`config.mk`:
```
export PLATFORM = sky130hd
export DESIGN_NAME = data_bus_master
export DESIGN_NICKNAME = d
export VERILOG_FILES = /design/src/rtl/data_bus_master.sv
export SDC_FILE = /design/constraint.sdc
export NUM_CORES = 1
export LEC_CHECK = 0
export ABC_AREA = 1
export BUFFER_PORTS_ARGS = -buffer_cell sky130_fd_sc_hd__buf_2
export CORE_MARGIN = 2
export CORE_UTILIZATION = 44
export DETAILED_ROUTE_END_ITERATION = 10
export PLACE_DENSITY = 0.83
export SKIP_CTS_REPAIR_TIMING = 1
export SLEW_MARGIN = 20
export SYNTH_ARGS = -nofsm -noshare
export SYNTH_HDL_FRONTEND = slang
export SYNTH_SLANG_ARGS = --single-unit
```
`constraint.sdc`:
```
create_clock -name Clock -period 2.66 [get_ports Clock]
set_clock_uncertainty 0.1 [all_clocks]
set_input_delay 0.133 -clock Clock [delete_from_list [all_inputs] [get_ports Clock]]
set_output_delay 0.133 -clock Clock [all_outputs]
set_load 0.05 [all_outputs]
```
`src/rtl/data_bus_master.sv`:
```
// data_bus_master: initiator side of the data bus.
// Turns the memory stage's level read/write request into a single bus
// transfer, honours the responder's Waitreq, captures read data after a
// fixed latency, stalls the pipeline until done, and flags timeouts and
// illegal (read+write) requests in a sticky error bit.
module data_bus_master #(
  parameter int READ_LATENCY   = 1,
  parameter int TIMEOUT_CYCLES = 15
) (
  input  logic        Clock,
  input  logic        Reset,
  input  logic        MemRead,
  input  logic        MemWrite,
  input  logic [15:0] MemAddr,
  input  logic [15:0] MemWData,
  output logic [15:0] MemRData,
  output logic        MemStall,
  output logic        MemDone,
  output logic        BusErr,
  output logic        ReadData,
  output logic        WriteData,
  output logic [15:0] DataAddr,
  output logic [15:0] BusIn,
  input  logic [15:0] BusOut,
  input  logic        Waitreq
);

  localparam int DATA_W = 16;

  // Wait counter is at least 4 bits, wider only if the timeout needs it.
  localparam int WCW = (TIMEOUT_CYCLES > 15) ? $clog2(TIMEOUT_CYCLES + 1) : 4;
  localparam logic [WCW:0] TIMEOUT_W    = TIMEOUT_CYCLES[WCW:0];
  localparam logic [2:0]   READ_LAT_W   = READ_LATENCY[2:0];
  localparam logic [DATA_W-1:0] ABORT_DATA = 16'hFFFF;

  typedef enum logic [1:0] {
    S_IDLE   = 2'd0,
    S_ISSUE  = 2'd1,
    S_RDWAIT = 2'd2,
    S_DONE   = 2'd3
  } state_t;

  state_t            state_q, state_d;
  logic [DATA_W-1:0] addr_q, addr_d;
  logic [DATA_W-1:0] wdata_q, wdata_d;
  logic              dir_q, dir_d;      // 1 = write
  logic [2:0]        lat_q, lat_d;
  logic [WCW-1:0]    wait_q, wait_d;
  logic [DATA_W-1:0] rdata_q, rdata_d;
  logic              err_q, err_d;
  logic [WCW:0]      wait_inc;

  // Saturating increment so a long stall can never wrap back to zero.
  function automatic logic [WCW-1:0] sat_inc(input logic [WCW-1:0] v);
    if (v == {WCW{1'b1}}) begin
      return v;
    end
    return v + 1'b1;
  endfunction

  // Wait count including the current Waitreq cycle, one bit wider so the
  // comparison against the timeout never overflows.
  assign wait_inc = {1'b0, wait_q} + 1'b1;

  // Next-state and register-update logic for the transfer FSM.
  always_comb begin
    state_d = state_q;
    addr_d  = addr_q;
    wdata_d = wdata_q;
    dir_d   = dir_q;
    lat_d   = lat_q;
    wait_d  = wait_q;
    rdata_d = rdata_q;
    err_d   = err_q;
    case (state_q)
      S_IDLE: begin
        if (MemRead || MemWrite) begin
          addr_d  = MemAddr;
          wdata_d = MemWData;
          dir_d   = MemWrite;
          wait_d  = '0;
          state_d = S_ISSUE;
          // Both requests at once is illegal; it proceeds as a write.
          if (MemRead && MemWrite) begin
            err_d = 1'b1;
          end
        end
      end
      S_ISSUE: begin
        if (!Waitreq) begin
          if (dir_q) begin
            state_d = S_DONE;
          end else if (READ_LATENCY == 0) begin
            rdata_d = BusOut;
            state_d = S_DONE;
          end else begin
            lat_d   = READ_LAT_W;
            state_d = S_RDWAIT;
          end
        end else begin
          wait_d = sat_inc(wait_q);
          if ((TIMEOUT_CYCLES != 0) && (wait_inc >= TIMEOUT_W)) begin
            rdata_d = ABORT_DATA;
            err_d   = 1'b1;
            state_d = S_DONE;
          end
        end
      end
      S_RDWAIT: begin
        lat_d = lat_q - 1'b1;
        if (lat_q <= 3'd1) begin
          rdata_d = BusOut;
          state_d = S_DONE;
        end
      end
      S_DONE: begin
        // Requests still visible here belong to the finished instruction.
        state_d = S_IDLE;
      end
      default: begin
        state_d = S_IDLE;
      end
    endcase
  end

  // Output decode: strobes only in ISSUE, bus address/data zero when idle.
  always_comb begin
    ReadData  = 1'b0;
    WriteData = 1'b0;
    DataAddr  = '0;
    BusIn     = '0;
    MemStall  = 1'b0;
    MemDone   = 1'b0;
    case (state_q)
      S_IDLE: begin
        MemStall = MemRead | MemWrite;
      end
      S_ISSUE: begin
        ReadData  = ~dir_q;
        WriteData = dir_q;
        DataAddr  = addr_q;
        BusIn     = wdata_q;
        MemStall  = 1'b1;
      end
      S_RDWAIT: begin
        DataAddr = addr_q;
        MemStall = 1'b1;
      end
      S_DONE: begin
        MemDone = 1'b1;
      end
      default: begin
        MemStall = 1'b0;
      end
    endcase
  end

  assign MemRData = rdata_q;
  assign BusErr   = err_q;

  // Control state: FSM, counters, captured read result and sticky error.
  always_ff @(posedge Clock) begin
    if (Reset) begin
      state_q <= S_IDLE;
      lat_q   <= '0;
      wait_q  <= '0;
      rdata_q <= '0;
      err_q   <= 1'b0;
    end else begin
      state_q <= state_d;
      lat_q   <= lat_d;
      wait_q  <= wait_d;
      rdata_q <= rdata_d;
      err_q   <= err_d;
    end
  end

  // Latched request fields; only observed outside IDLE, so no reset needed.
  always_ff @(posedge Clock) begin
    addr_q  <= addr_d;
    wdata_q <= wdata_d;
    dir_q   <= dir_d;
  end

endmodule

```
==> impl_metrics.csv, run 1 <==
group,metric,value,unit
clock_tree,htreeDepth,3,
power,p_per_area,1448,mW/mm^2
floorplan,die_height,84.17,um
synthesis,synth.cell_area,0.002828,sq mm
worst_setup_path,max_stage_delay,0.63,ns
worst_setup_path,critPathKind,"reg2out",
synthesis,synth_nets,359,
timing,worstMarginPinSlew,0.5727,ns
timing,setup_tns,0,ns
worst_setup_path,crit_buf_inv,2,
synthesis,synth_top_cell_by_area,"edfxtp_1",
clock_tree,cts_root_buf,"clkbuf_8",
synthesis,synth_top_area_frac,0.3504,
power,peakVddDrop,0.9505,mV
worst_setup_path,cp.depth,5,
global_route,antenna_found_initial,0,
synthesis,ys_types,32,
floorplan,initial_utilization,0.4505,
routing,post-route-drc-count,0,
routing,vias_per_cell,4.655,
routing,drt-initial-drc-count,124,
synthesis,synthMostInstantiatedCell,"nand2_1",
global_route,grt_pass1_wl,9735,um
routing,vias,2416,
timing,period_minus_slack,2.164,ns
synthesis,synth-async-reset-ratio,0,
timing,finalHoldViolCount,0,
timing,fmax,462.0,MHz
power,power,0.005712,W
worst_setup_path,path_max_fanout,18,
cells_and_area,area_delta_synth_final,39.51,%
worst_hold_path,holdCritPathClass,"in2reg",
worst_setup_path,worst_path_max_delay_cell,"ha_1",
timing,slew-limit-headroom,0.6182,
worst_setup_path,rrSetupSlack,0.75,ns
worst_setup_path,path_delay_family,"adder cells",
place,hpwl,4402,um
clock_tree,clk_path_buf_depth,2,
clock_tree,cts_inserted_buffers,9,
timing,fin_crit_sh,0.8136,
worst_setup_path,timing.rr.start,"wait_q[0]",
clock_tree,cts_tree,"yes",
routing,dr.pass1.iters,4,
worst_setup_path,start_kind,"register",
worst_setup_path,arrival,1.93,ns
synthesis,yosys_warnings,0,
synthesis,syn_inst,298,
status,status,"finished clean",
timing,rsz0062_at_grt,"false",
worst_setup_path,cpMostUsedCell,"nor2_1",
timing,drv_slew,0,
synthesis,ys_top_cells_by_count,"nand2_1 (58), inv_1 (45), edfxtp_1 (33), nand3_1 (27), dfxtp_1 (26)",
cells_and_area,post_route_cells_drive_above_1_share,0.3914,
synthesis,yosysSeqAreaShare,0.5345,
worst_setup_path,crit_start,"state_q[1]",
synthesis,synthTopCellsByArea,"edfxtp_1 (35%), dfxtp_1 (18%), nand2_1 (7.7%)",
place,port_buffers,105,
worst_setup_path,path_cells,"inv_1, ha_1, nor2_1, nor2_1, buf_2",
cells_and_area,n_antenna_cell,0,
worst_setup_path,r2r_cells,10,
clock_tree,path_clk_slew,0.07,ns
worst_setup_path,cp.required,2.43,ns
global_route,grtUsageTotal,0.1732,
clock_tree,clock_sinks,59,
worst_setup_path,r2r-end,"MemRData[14]",
floorplan,pin_count,106,
global_route,grt_max_degree,27,
synthesis,synth_edf_count,33,
routing,drt-total-wl,6900,um
floorplan,core,0.006277,sq mm
clock_tree,insertion_delay,0.33,ns
run,maxCapViolCount,0,
timing,setup_viol,0,
synthesis,synth-seq-cells,59,
synthesis,ys.flop_type,"edfxtp_1",
global_route,grt-ovfl-total,0,
routing,drtAntennaViolNets,0,
power,leakagePower,1.991,nW
floorplan,fp-row-count,29,
routing,wire_per_inst,13.29,um
floorplan,dieWidth,84.17,um
cells_and_area,final_nets,498,
worst_setup_path,crit_path_end_kind,"output pin",
synthesis,avgSynthCellArea,9.489,sq um
place,gp_congestion,0.8093,
global_route,grt_pass1_vias,2172,
worst_setup_path,endpoint,"MemStall",
floorplan,die-area,0.007084,sq mm
-- cell usage in the layout, fill, tap and decap left out, types with 2 or more instances in the layout --
cell type and count:
nand2_4 11, dfxtp_1 26, nor2_1 8, nand2_1 58, ha_1 8, edfxtp_1 33, or2_2 16, nand3_1 27
a21oi_1 14, a21oi_2 11, nand2_8 2, clkinv_1 3, o21ai_0 4, dlygate4sd3_1 33, bufinv_16 2, nor3_1 2
inv_1 45, clkbuf_8 9, nand2_2 3, inv_2 7, buf_2 105
-- worst min path at each step --
stage,start,to,slack [ns],cells after the start
6_report,BusOut[9],MemRData[9],0.10,4
5_1_grt,BusOut[9],MemRData[9],0.11,4
4_1_cts,MemWData[0],wdata_q[0],-0.14,1
3_5_place_dp,MemWData[0],wdata_q[0],0.21,1
3_3_place_gp,MemAddr[9],addr_q[9],0.21,1
2_1_floorplan,MemAddr[0],addr_q[0],0.13,0
-- metrics by stage --
step           instance area (sq um)    util  setup WS, ns  instances  hold slack [ns]
6_report                        3945  0.6285        0.4957        519           0.1032
2_1_floorplan                   2831       -       0.04870        298           0.1319
4_1_cts                         3615  0.5758        0.4670        486          -0.1380
5_1_grt                         3945  0.6285        0.3219        519           0.1136
3_3_place_gp                    3407  0.5428        0.8588        470           0.2093
3_5_place_dp                    3407  0.5428        0.7782        470           0.2112
-- where the power goes --
part	internal [W]	switching (W)	leakage, nW
combinational	0.000840	0.00246	1.35
sequential	0.00136	0.000190	0.535
clock	0.000520	0.000342	0.103
total	0.00272	0.00300	1.99
-- kinds of logic (layout without fill, tap and decap cells) --
logic type,after synthesis,count (layout),share of synthesized area
buffers and inverters,65,209,0.1000
adders and majority gates,8,8,0.03540
DFF,59,59,0.5345
and+or+nand+nor,131,131,0.2500
xor gates and xnor gates,1,1,0.003098
AOI/OAI and AO/OA,34,34,0.07699
-- state kept, by name, indices dropped and copies added, names as in the netlist --
signal    flops
BusErr        1
MemRData     16
addr_q       16
dir_q         1
lat_q         3
state_q       2
wait_q        4
wdata_q      16
-- final cells by class --
type                            instances  area [sq um]
Sequential cell                        59          1511
Inverter                               53         201.4
Tap cell                               77         96.34
Fill cell                             503          2332
Clock inverter                          6         80.08
Timing Repair Buffer                  140         883.3
Clock buffer                           10         127.6
Multi-Input combinational cell        174          1045
-- worst min-delay path, stage by stage --
cell	delay, ns
buf_2	0.07
or2_2	0.09
nand3_1	0.08
a21oi_2	0.12
-- layer usage --
layer	GRT usage	part of all wire	vias up	wire length [um]
li1	-	-	1225	-
met1	0.2048	0.39	1125	2710
met2	0.2922	0.55	48	3772
met3	0.02852	0.028	18	196
met4	0.1100	0.032	0	220
met5	0	0	-	0
(Power assumes the default switching activity.)
==> run 2: changes to the inputs <==
--- a/config.mk
+++ b/config.mk
@@ -5,7 +5,7 @@
 export SDC_FILE = /design/constraint.sdc
 export NUM_CORES = 1
 export LEC_CHECK = 0
-export ABC_AREA = 1
+export ABC_AREA = 0
 export BUFFER_PORTS_ARGS = -buffer_cell sky130_fd_sc_hd__buf_2
 export CORE_MARGIN = 2
 export CORE_UTILIZATION = 44
==> constraint.sdc (replaced) <==
create_clock -name Clock -period 1.8 [get_ports Clock]
set_clock_uncertainty 0.1 [all_clocks]
set_input_delay 0.09 -clock Clock [delete_from_list [all_inputs] [get_ports Clock]]
set_output_delay 0.09 -clock Clock [all_outputs]
set_load 0.05 [all_outputs]
==> run 2 against run 1 <==
- the flow now finishes with violations (negative hold slack)
- sequential power up 39%
- clock-buffer cell count up 1
- combinational power up 24%
- area after synthesis down 4.5%
- critical path depth up 2
- worst hold slack worse by 0.16 ns
- worst setup slack worse by 0.48 ns
- routed wire length up 15%
- register-to-register slack worse by 0.72 ns
- critical path type unchanged
- largest power group unchanged
==> impl_metrics.csv, run 2 <==
group,metric,value,unit
synthesis,synth_fa_ha_area_frac,0.03707,
status,violations,"negative hold slack",
floorplan,fp-row-count,28,
timing,drv_slew,0,
place,hpwl,4244,um
place,pre_cts_ws,-0.06033,ns
cells_and_area,layout_commonest_cell,"buf_2",
synthesis,synthTopCellsByArea,"edfxtp_1 (37%), dfxtp_1 (19%), and2_1 (7.6%)",
global_route,grt_max_degree,44,
run,maxCapViolCount,0,
place,placed_cells,410,
timing,finalHoldViolCount,2,
global_route,grt_pass1_wl,9508,um
timing,period_minus_slack,1.789,ns
worst_setup_path,rrSetupSlack,0.03,ns
clock_tree,path_clk_slew,0.07,ns
routing,post-route-drc-count,0,
routing,dr.pass1.iters,4,
synthesis,yosys_warnings,0,
timing,setup_viol,0,
global_route,grt_pass1_vias,2105,
timing,slew-limit-headroom,0.5852,
synthesis,yosysSeqAreaShare,0.5598,
routing,drt-total-wl,7936,um
synthesis,ys.flop_type,"edfxtp_1",
power,comb_power_share,0.555,
floorplan,core,0.005921,sq mm
floorplan,dieWidth,82.34,um
power,p_int,0.003963,W
synthesis,synthMuxAreaShare,0.06673,
synthesis,synth_edf_count,33,
synthesis,syn_inst,226,
power,clkPwrFrac,0.155,
global_route,antenna_found_initial,0,
clock_tree,cts_inserted_buffers,9,
clock_tree,cts_tree,"yes",
power,power,0.007397,W
worst_setup_path,worst_path_max_delay_cell,"dfxtp_4",
floorplan,initial_utilization,0.4560,
synthesis,synth_nets,287,
synthesis,synth_top_cell_by_area,"edfxtp_1",
synthesis,synth-async-reset-ratio,0,
power,peakVddDrop,1.284,mV
clock_tree,htreeDepth,3,
synthesis,ys_top_cells_by_count,"and2_1 (33), edfxtp_1 (33), dfxtp_1 (26), nand2b_1 (21), mux2i_1 (18)",
timing,fin_ws,0.01079,ns
power,seqPwrFrac,0.291,
timing,hold_ws,-0.05194,ns
synthesis,synth.cell_area,0.002700,sq mm
clock_tree,cts_root_buf,"clkbuf_8",
worst_setup_path,crit_buf_inv,3,
place,port_buffers,105,
synthesis,synthXorXnorAreaFrac,0.009268,
timing,fin_crit_sh,0.9940,
synthesis,synth-seq-cells,59,
worst_setup_path,arrival,1.60,ns
power,switching_share,0.4642,
routing,drtAntennaViolNets,0,
place,placed_area,0.003423,sq mm
routing,vias_per_cell,5.015,
worst_setup_path,start_kind,"register",
routing,drt-initial-drc-count,104,
floorplan,die-area,0.006779,sq mm
power,leakagePower,1.947,nW
global_route,grtUsageTotal,0.1905,
cells_and_area,final_cells,481,
worst_setup_path,cp.required,1.61,ns
place,gp_congestion,0.7518,
synthesis,synth-simple-area-share,0.1793,
worst_setup_path,max_stage_delay,0.37,ns
synthesis,synth_top_area_frac,0.3670,
routing,vias,2412,
cells_and_area,final_nets,462,
worst_hold_path,holdCritPathClass,"in2reg",
clock_tree,insertion_delay,0.34,ns
cells_and_area,design_area,0.004318,sq mm
timing,fmax,558.9,MHz
clock_tree,clk_path_buf_depth,2,
cells_and_area,n_antenna_cell,0,
power,p_per_area,1713,mW/mm^2
cells_and_area,layout_common_cells,"buf_2 (81), dlygate4sd3_1 (47), and2_1 (33), edfxtp_1 (33), buf_4 (26)",
worst_setup_path,path_max_fanout,6,
cells_and_area,fill_cells,390,
timing,worstMarginPinSlew,0.6221,ns
power,power.switching,0.003434,W
clock_tree,clock_sinks,59,
global_route,grt-ovfl-total,0,
worst_setup_path,path_cells,"inv_4, ha_4, buf_4, o21a_4, nor2_1, nor2_2, buf_6",
status,status,"complete, but fails checks",
synthesis,synth-compound-area-share,0.1214,
synthesis,synth_top_family_by_area,"simple AND/OR/NAND/NOR gates",
cells_and_area,area_delta_synth_final,59.92,%
floorplan,die_height,82.34,um
synthesis,ys_types,37,
worst_setup_path,crit_path_end_kind,"output pin",
worst_setup_path,path_delay_family,"buffers and inverters",
worst_setup_path,critPathKind,"reg2out",
synthesis,avgSynthCellArea,11.95,sq um
timing,setup_tns,0,ns
floorplan,pin_count,106,
cells_and_area,post_route_cells_drive_above_1_share,0.4015,
routing,wire_per_inst,16.50,um
-- run 2: kinds of logic after synthesis --
kind of cell	Yosys count
mux	18
compound gates	43
fa+ha+maj	8
flops	59
xor+xnor	2
buf+inv	17
simple gates	79
-- run 2: final cells by class --
class,count,area [sq um],share of cell area
clock inverters,5,53.80,0.01246
inverters,8,35.03,0.008114
clock buffers,11,131.4,0.03043
well taps,75,93.84,0.02173
multi-input cells,150,1210,0.2802
repair buffers,173,1272,0.2947
flip-flops and latches,59,1521,0.3524
-- run 2: power by group through the flow --
stage | clock network (W) | registers [W] | logic, W
finish | 0.00114 | 0.00215 | 0.00410
global route | 0.00123 | 0.00219 | 0.00430
CTS | 0.00115 | 0.00212 | 0.00362
detailed placement | 0 | 0.00214 | 0.00359
global placement | 0 | 0.00212 | 0.00354
floorplan | 0 | 0.00270 | 0.00208
-- run 2: per-layer routing --
metal  share of wire  global-route usage  vias to the layer above
met3           0.046             0.03478                       20
met1            0.37              0.2112                     1151
met2            0.56              0.3355                       91
li1                -                   -                     1150
met5               0                   0                        -
met4           0.030              0.1183                        0
-- run 2: worst paths after layout --
| path | endpoint | cells past startpoint | from |
|---|---|---|---|
| max reg2reg | MemRData[14] | 7 | wait_q[0] |
| max | MemStall | 7 | state_q[0] |
| min | MemRData[13] | 3 | BusOut[13] |
| min reg2reg | lat_q[1] | 2 | lat_q[1] |
-- run 2: stage by stage --
step	util	hold slack (ns)
final	0.7293	-0.05194
after global routing	0.7293	-0.008108
after CTS	0.6095	-0.1878
after detailed placement	0.5782	0.1681
after global placement	0.5782	0.1669
after floorplan	-	0.08887
-- run 2: tightest hold or removal path, stage by stage --
cell	delay, ns
buf_2	0.08
o21bai_1	0.05
mux2i_1	0.11
